--- src/rtl/ysyx_22050612_pkg.sv ---
// Shared NPC constants: register-file geometry and write-back requester indices.
package ysyx_22050612_pkg;

  localparam int REG_ADDR_W = 5;
  localparam int XLEN       = 64;

  localparam int WB_ALU = 0;
  localparam int WB_LSU = 1;
  localparam int WB_CSR = 2;

endpackage

--- src/rtl/ysyx_22050612_rr_arbiter.sv ---
// Round-robin grant over N requesters; the search starts at ptr and wraps,
// and ptr moves just past the winner whenever the grant is accepted.
module ysyx_22050612_rr_arbiter #(
  parameter int N = 3
) (
  input  logic         clk,
  input  logic         rst_n,
  input  logic [N-1:0] req,
  input  logic         accept,
  output logic [N-1:0] grant
);

  localparam int PTR_W = (N > 1) ? $clog2(N) : 1;

  logic [PTR_W-1:0] ptr_reg;
  logic [PTR_W-1:0] ptr_next;
  logic [PTR_W-1:0] grant_idx;
  logic [N-1:0]     upper_mask;
  logic [N-1:0]     req_upper;
  logic [N-1:0]     pick_src;

  genvar gi;
  generate
    for (gi = 0; gi < N; gi++) begin : g_mask
      assign upper_mask[gi] = (PTR_W'(gi) >= ptr_reg);
    end
  endgenerate

  // Prefer requesters at or above ptr; fall back to the wrapped-around ones.
  assign req_upper = req & upper_mask;
  assign pick_src  = (|req_upper) ? req_upper : req;
  assign grant     = pick_src & (~pick_src + N'(1));

  always_comb begin
    grant_idx = '0;
    for (int i = 0; i < N; i++) begin
      if (grant[i]) grant_idx = PTR_W'(i);
    end
    ptr_next = ptr_reg;
    if (accept) begin
      ptr_next = (grant_idx == PTR_W'(N - 1)) ? '0 : grant_idx + PTR_W'(1);
    end
  end

  always_ff @(posedge clk or negedge rst_n) begin
    if (!rst_n) begin
      ptr_reg <= '0;
    end else begin
      ptr_reg <= ptr_next;
    end
  end

endmodule

--- src/rtl/ysyx_22050612_wb_arbiter.sv ---
// Write-back arbiter in front of the register file's single write port, with
// a per-register pending-write scoreboard for RAW hazard detection at issue.
module ysyx_22050612_wb_arbiter
  import ysyx_22050612_pkg::*;
#(
  parameter int ADDR_WIDTH = REG_ADDR_W,
  parameter int DATA_WIDTH = XLEN,
  parameter int NREQ       = WB_CSR + 1
) (
  input  logic                       clk,
  input  logic                       rst_n,
  input  logic [NREQ-1:0]            req_valid,
  output logic [NREQ-1:0]            req_ready,
  input  logic [NREQ*ADDR_WIDTH-1:0] req_addr,
  input  logic [NREQ*DATA_WIDTH-1:0] req_data,
  output logic                       wen,
  output logic [ADDR_WIDTH-1:0]      waddr,
  output logic [DATA_WIDTH-1:0]      wdata,
  input  logic                       alloc_valid,
  input  logic [ADDR_WIDTH-1:0]      alloc_addr,
  input  logic [ADDR_WIDTH-1:0]      rs1,
  input  logic [ADDR_WIDTH-1:0]      rs2,
  output logic                       rs1_busy,
  output logic                       rs2_busy
);

  localparam int NREGS = 1 << ADDR_WIDTH;

  logic                  accept;
  logic [ADDR_WIDTH-1:0] sel_addr;
  logic [DATA_WIDTH-1:0] sel_data;
  logic                  wen_reg;
  logic [ADDR_WIDTH-1:0] waddr_reg;
  logic [DATA_WIDTH-1:0] wdata_reg;
  logic [NREGS-1:0]      busy_reg;
  logic [NREGS-1:0]      busy_next;

  ysyx_22050612_rr_arbiter #(
    .N (NREQ)
  ) u_rr_arbiter (
    .clk    (clk),
    .rst_n  (rst_n),
    .req    (req_valid),
    .accept (accept),
    .grant  (req_ready)
  );

  assign accept = |(req_valid & req_ready);

  // Grant is one-hot, so an AND-OR mux picks the winner's payload.
  always_comb begin
    sel_addr = '0;
    sel_data = '0;
    for (int i = 0; i < NREQ; i++) begin
      sel_addr = sel_addr | ({ADDR_WIDTH{req_ready[i]}} & req_addr[i*ADDR_WIDTH +: ADDR_WIDTH]);
      sel_data = sel_data | ({DATA_WIDTH{req_ready[i]}} & req_data[i*DATA_WIDTH +: DATA_WIDTH]);
    end
  end

  // x0 writes still consume the grant but never reach the register file.
  always_ff @(posedge clk or negedge rst_n) begin
    if (!rst_n) begin
      wen_reg   <= 1'b0;
      waddr_reg <= '0;
      wdata_reg <= '0;
    end else begin
      wen_reg <= accept && (sel_addr != '0);
      if (accept) begin
        waddr_reg <= sel_addr;
        wdata_reg <= sel_data;
      end
    end
  end

  assign wen   = wen_reg;
  assign waddr = waddr_reg;
  assign wdata = wdata_reg;

  // A new allocation beats a retiring write to the same register.
  genvar gi;
  generate
    for (gi = 0; gi < NREGS; gi++) begin : g_busy
      if (gi == 0) begin : g_zero
        assign busy_next[gi] = 1'b0;
      end else begin : g_reg
        logic set_hit;
        logic clr_hit;
        assign set_hit       = alloc_valid && (alloc_addr == ADDR_WIDTH'(gi));
        assign clr_hit       = wen_reg && (waddr_reg == ADDR_WIDTH'(gi));
        assign busy_next[gi] = set_hit ? 1'b1 : (clr_hit ? 1'b0 : busy_reg[gi]);
      end
    end
  endgenerate

  always_ff @(posedge clk or negedge rst_n) begin
    if (!rst_n) begin
      busy_reg <= '0;
    end else begin
      busy_reg <= busy_next;
    end
  end

  assign rs1_busy = (rs1 != '0) && busy_reg[rs1];
  assign rs2_busy = (rs2 != '0) && busy_reg[rs2];

endmodule

--- config.mk ---
export PLATFORM = sky130hd
export DESIGN_NAME = ysyx_22050612_wb_arbiter
export DESIGN_NICKNAME = d
export VERILOG_FILES = /design/src/rtl/ysyx_22050612_pkg.sv /design/src/rtl/ysyx_22050612_rr_arbiter.sv /design/src/rtl/ysyx_22050612_wb_arbiter.sv
export SDC_FILE = /design/constraint.sdc
export NUM_CORES = 1
export LEC_CHECK = 0
export CORE_AREA = 2 2 118 120
export CTS_CLUSTER_SIZE = 30
export DETAILED_ROUTE_END_ITERATION = 6
export DIE_AREA = 0 0 120 122
export PLACE_DENSITY_LB_ADDON = 0.2
export SLEW_MARGIN = 20
export SYNTH_ARGS = -nofsm -noshare
export SYNTH_HDL_FRONTEND = slang
export SYNTH_SLANG_ARGS = --single-unit
--- constraint.sdc ---
create_clock -name clk -period 5.35 [get_ports clk]
set_input_delay 1.07 -clock clk [delete_from_list [all_inputs] [get_ports clk]]
set_output_delay 1.07 -clock clk [all_outputs]
set_load 0.01 [all_outputs]
=== Word-level counts from Yosys, hierarchy flattened ===
Cells that the tools add are included.

* Add/subtract/negate cells: 2
* Reduce and logical (&&, ||, !) cells: 101
* Eq/ne operators: 63
* $lt $le $gt $ge: 5
* Bitwise gates (word level): 14
* Mux-type cells: 70

{| class="wikitable"
|+ Operators with widths
! cell !! number
|-
| 64-bit AND || 3
|-
| 5-bit == test, second input constant || 32
|-
| 64-bit bitwise OR || 2
|-
| 5-bit by 4-bit == test with 1-bit output, second input constant || 16
|-
| 1-bit logical AND || 65
|-
| 1-bit two-way mux || 65
|-
| 2-bit nonzero test || 31
|-
| 5-bit by 3-bit == test with 1-bit output, second input constant || 8
|-
| 5-bit by 2-bit == test with 1-bit output, second input constant || 4
|-
| 5-bit AND || 3
|-
| 5-bit nonzero test || 3
|-
| 5-bit by 6-bit less-than comparator with 1-bit output, second input constant || 2
|-
| 1-bit binary-select mux with 5-bit select || 2
|-
| 5-bit by 1-bit == test with 1-bit output, second input constant || 2
|-
| 5-bit bitwise OR || 2
|-
| 3-bit AND || 3
|-
| 3-bit OR reduction || 2
|-
| 1-bit by 2-bit greater-or-equal comparator with 1-bit output, first input constant || 2
|-
| 2-bit two-way mux || 2
|-
| 3-bit by 1-bit adder with 3-bit output, second input constant || 1
|-
| 3-bit two-way mux || 1
|-
| 3-bit NOT || 1
|-
| 2-bit by 1-bit adder with 2-bit output, second input constant || 1
|-
| 2-bit == test, second input constant || 1
|-
| 2-bit greater-or-equal comparator, first input constant || 1
|}

* Flip-flop bits (word level): 103
* Output and inout port bits: 75
* Word-level logic and storage cells: 290

=== Depth between registers and ports, before layout ===
* Depth after elaboration: 12
* Depth in mapped cells: 7
* Depth with buffers taken out: 4

=== Cells and area by module ===
From an unflattened synthesis, not the netlist that was laid out.

* Cells, all modules: 555
* Area, all modules: 5377.7 sq um

{| class="wikitable"
|+ By module, submodules not included
! module !! area each (sq um) !! sequential area each (sq um) !! instances !! cells an instance
|-
| ysyx_22050612_wb_arbiter || 5213.8 || 2527.4 || 1 || 532
|-
| ysyx_22050612_rr_arbiter || 163.9 || 50.0 || 1 || 23
|}

=== Worst setup path before layout ===
No wires, ideal clock.

* Path type: input to output
* From: in rs2[0]
* To: out rs2_busy
* Setup slack: 1945 ps
* Arrival time: 2335 ps
* Stages on the path: 5
* Data required time: 4280 ps
* Path through: buf_6 -> mux4_2 -> a221oi_1 -> a21oi_1 -> or3_1

* Cells in the longest elaborated chain, start to end: 3
* Elaborated cells on any way between the ends: 4
* Classes of those cells: mux: 2; reduce/logical: 2

{| class="wikitable"
|+ Ends and longest elaborated chain
! what !! line !! RTL
|-
| from (decl) || ysyx_22050612_wb_arbiter.sv:22 || <nowiki>input logic [ADDR_WIDTH-1:0] rs2,</nowiki>
|-
| 1-bit binary-select mux with 5-bit select || ysyx_22050612_wb_arbiter.sv:104 || <nowiki>assign rs2_busy = (rs2 != '0) && busy_reg[rs2];</nowiki>
|-
| 1-bit two-way mux (implied by the code) || ysyx_22050612_wb_arbiter.sv:104 ||
|-
| 1-bit logical AND * || ysyx_22050612_wb_arbiter.sv:104 ||
|-
| to (decl) || ysyx_22050612_wb_arbiter.sv:24 || <nowiki>output logic rs2_busy</nowiki>
|}

Every way passes the cells marked *; elsewhere a longest branch is shown, timed or not. The select of a mux whose other input is x is not followed.

=== Final worst setup path ===
Ends and elaborated chain as after synthesis.

==> impl_summary.md <==
Routing
The detailed router put a total of 8624 um of wire on met1. The total met3 wirelength after detailed routing is 1727 um. The routed design has 22450 um of wire. The count of nets left with antenna violations after detail routing is 0. Detailed routing placed a total of 11420 um of wire on met2.

The number of search-and-repair iterations in the first detailed-routing pass is 5. After detailed routing, no signal wire sits above met4. The average via count per standard cell is 5.995. In the routed design, unresolved DRC markers number 0. The number of design-rule violations left by the first detailed-router iteration is 541. In the final routed layout, each cell accounts on average for 21.26 um. For this block, the via count after detailed routing is 6331.

Worst setup path
For this run, the slowest stage of the critical path takes 0.79 ns. The register-to-register setup slack is 3.07 ns. The maximum fanout encountered on the critical timing path is 9. STA puts the critical path data required time at 4.28 ns. The number of cells traversed by the worst register-to-register path is 5. The kind of end point of the critical path is a primary output. In this run the critical register-to-register path is captured at wdata[1].

The worst register-to-register path begins at u_rr_arbiter.ptr_reg[0]. The largest individual stage delay along the critical path comes from the cell sky130_fd_sc_hd__clkdlybuf4s50_1. The worst setup path is of the input pin to primary output kind. The critical path goes through clkdlybuf4s50_1 > mux4_1 > a22oi_1 > a21oi_1 > or3_1 > clkdlybuf4s50_1.

The worst path arrival time is 3.61 ns. The cell with the most instances on the worst path is sky130_fd_sc_hd__clkdlybuf4s50_1. The launching element type of the critical path is an input pin.

Pwr
The power density over the cells is 312.6 nW/um^2. The share of total power dissipated in the clock network is 0.228. The analysis attributes to cell leakage a power of 3.402 nW. The net switching power figure is 919.1 uW. The part of the power in registers is 0.418. The overall power of the completed layout is 2.805 mW. Of the total power, combinational logic draws 0.354.

The worst ir drop on vdd is 0.1751 mV. The switching part of the total is 0.3276. The internal power is 1.886 mW.

CTS
The CTS tree is done. The maximum count of clock buffers along a single path is 2. In this run, post-CTS repair resized a total of 0 instances. The cell chosen for the clock root is sky130_fd_sc_hd__clkbuf_16. The clock latency at the later pin of the worst-skew pair is 0.35 ns. The total number of clock tree sinks is 103. The clock-pin transition on the worst setup and hold timing paths is 0.06 ns. Hold repair after CTS inserted 0 buffers.

The number of buffers added by the clock tree synthesis step is 9. The number of H-tree levels is 3. The number of setup buffers added after CTS is 0.

Place
The weighted congestion at the end of routability-driven global placement is 0.9407. During placement, the flow inserted port buffers numbering 302. Detailed placement ended at an HPWL of 16670 um. The post-placement cell count is 1041.

Outcome
The run finished with clean final reports.

Layout
The number of flip-flops under the largest register name is 64. Fill cells in the final layout number 1067. After the flow finishes, the layout carries non-filler instances totaling 1056.

The number of diodes added for antenna fixing is 0. In the final layout, the share of cells above drive strength 1 is 0.04909. At the end of the flow the core is filled with cells to 0.6645. At the end of the flow, the number of nets in the layout was 1100. The layout overhead on the synthesized area is 59.84%.

STA
Setup repair after global routing left no endpoint under its margin. Setup violations remaining at the end of the flow were counted as 0. The setup clock skew after layout is 0.006596 ns.

The worst relative slew slack is 0.3287. The max-slew violation count is 0. The share of the clock period used by the worst path is 0.8755.

The transition at the pin with the smallest max-transition slack is 1.007 ns. For the final routed database, the setup TNS stands at 0 ns. Subtracting the final worst setup slack from the clock period gives 4.684 ns. Derived from the worst setup path, the maximum achievable clock frequency is 213.5 MHz. The number of hold-slack violations in the final timing report is 0.

Min path
For hold timing, the worst endpoint is wdata[45]. In this run the most critical hold path is launched from wdata[45]. The number of instances on the worst hold path is 2. The path type of the worst min-delay path is flop to flop.

Global route
Entering global routing, the biggest net connects 70 pins. After global routing the overflow that remains totals 0. The overall fraction of global-route tracks in use is 0.2998. The global-route wire length before repair is 33850 um. The via count of the first global-routing pass came to 6292. The number of antenna violations at the first check in global routing is 0.

Floorplanning
The core region is 13500 sq um. The initial utilization of the core area, before any placement, comes to 0.4157. The die area is 14640 sq um. The number of standard-cell rows in the floorplan is 43.

The floorplan step set the die width to 120 um. 303 I/O pins were placed. The height of the chip is 122 um.

Logic synthesis
By count the netlist is led by 132 x sky130_fd_sc_hd__a21oi_1, 103 x sky130_fd_sc_hd__dfrtp_1, 75 x sky130_fd_sc_hd__nor2_1. The biggest area contributor in the post-synthesis netlist is sky130_fd_sc_hd__dfrtp_1. Of the post-synthesis cell area, the dominant cell type holds 0.4591. In the synthesized netlist the async set-or-reset flop fraction comes to 1.000. The count of cell types in the netlist is 47.

After synthesis, the mean cell area works out to 9.280 sq um. The most repeated cell in the gate-level netlist after synthesis is sky130_fd_sc_hd__a21oi_1. The number of warnings issued by yosys is 0. Of the synthesized area, sequential elements account for 0.4591.

Sorting the synthesized cells by area gives the leading types as sky130_fd_sc_hd__dfrtp_1 46%, sky130_fd_sc_hd__a21oi_1 12%, sky130_fd_sc_hd__a32oi_1 11%. Counting flops with a built-in enable in the synthesized netlist gives 0. Counting flops and latches in the post-synthesis netlist gives 103.

The most used flip-flop cell after synthesis is sky130_fd_sc_hd__dfrtp_1. The post-synthesis net count is 833. The cell count after synthesis is 605. The area of the mapped netlist is 5614 sq um.

Flow run
Across the run, the number of max-cap violations was 0.
## kinds of logic (layout without fill, tap and decap cells)
family,Yosys count,count (layout),share of synthesized area
AND/OR/NAND/NOR,149,149,0.1237
flip-flops,103,103,0.4591
multiplexers,17,17,0.06530
buffers and inverters,55,326,0.04413
AO/OA/AOI/OAI,281,281,0.3078
## area by class of cell
type	instances	area, sq um	area share
tap	180	225.2	0.02510
multi-input combinational	447	2809	0.3130
timing repair buffer	310	3080	0.3433
clock buffer	15	277.8	0.03095
sequential	103	2577	0.2872
inverter	1	3.754	0.0004183
## worst max-delay path by stage
stage / slack, ns / to / cells after the start / from
6_report: 0.67 / rs2_busy / 6 / rs2[0]
5_1_grt: 0.60 / rs2_busy / 6 / rs2[0]
4_1_cts: 0.72 / rs2_busy / 6 / rs2[0]
3_5_place_dp: 0.72 / rs2_busy / 6 / rs2[0]
3_3_place_gp: 0.74 / rs2_busy / 6 / rs2[0]
2_1_floorplan: 1.95 / rs2_busy / 5 / rs2[0]
## stage by stage
stage	hold WS (ns)	worst slack (ns)	cell area, sq um
6_report	0.5295	0.6662	8974
5_1_grt	0.5534	0.6027	8974
4_1_cts	0.5320	0.7164	8974
3_5_place_dp	0.5167	0.7207	8696
3_3_place_gp	0.5098	0.7381	8696
2_1_floorplan	0.4781	1.945	5614
## metal layers
layer	track usage	vias up
met2	0.5075	336
li1	-	2839
met5	0	-
met1	0.3750	3100
met4	0.1118	0
met3	0.06929	56
## critical path: cells and delay by family
| family | cells | cell delay, ns |
|---|---|---|
| AND/OR/NAND/NOR | 1 | 0.31 |
| AO/OA/AOI/OAI | 2 | 0.32 |
| multiplexers | 1 | 0.64 |
| buffers and inverters | 2 | 1.27 |
## power groups by stage
stage          clock, mW  sequential [mW]  combinational [mW]
6_report           0.640             1.17               0.993
5_1_grt            0.679             1.19                1.07
4_1_cts            0.648             1.16               0.991
3_5_place_dp           0             1.18               0.988
3_3_place_gp           0             1.17               0.957
2_1_floorplan          0             1.14               0.442
## layout by cell type (no fill, tap or decap), types with 3 or more instances in the layout
| cell | instances |
|---|---|
| sky130_fd_sc_hd__nand3_1 | 8 |
| sky130_fd_sc_hd__clkbuf_16 | 9 |
| sky130_fd_sc_hd__nor2b_1 | 9 |
| sky130_fd_sc_hd__a22oi_1 | 3 |
| sky130_fd_sc_hd__o21ai_0 | 63 |
| sky130_fd_sc_hd__or2_2 | 4 |
| sky130_fd_sc_hd__mux4_1 | 5 |
| sky130_fd_sc_hd__nand4_1 | 3 |
| sky130_fd_sc_hd__a32oi_1 | 68 |
| sky130_fd_sc_hd__clkdlybuf4s50_1 | 301 |
| sky130_fd_sc_hd__nand2_1 | 22 |
| sky130_fd_sc_hd__mux4_2 | 9 |
| sky130_fd_sc_hd__nor3_1 | 3 |
| sky130_fd_sc_hd__clkbuf_8 | 3 |
| sky130_fd_sc_hd__a21oi_1 | 132 |
| sky130_fd_sc_hd__nand2b_1 | 8 |
| sky130_fd_sc_hd__nor2_1 | 75 |
| sky130_fd_sc_hd__nand3b_1 | 3 |
| sky130_fd_sc_hd__buf_4 | 9 |
| sky130_fd_sc_hd__clkbuf_1 | 3 |
| sky130_fd_sc_hd__dfrtp_1 | 103 |
No activity file was read; power rests on OpenSTA's default activity.
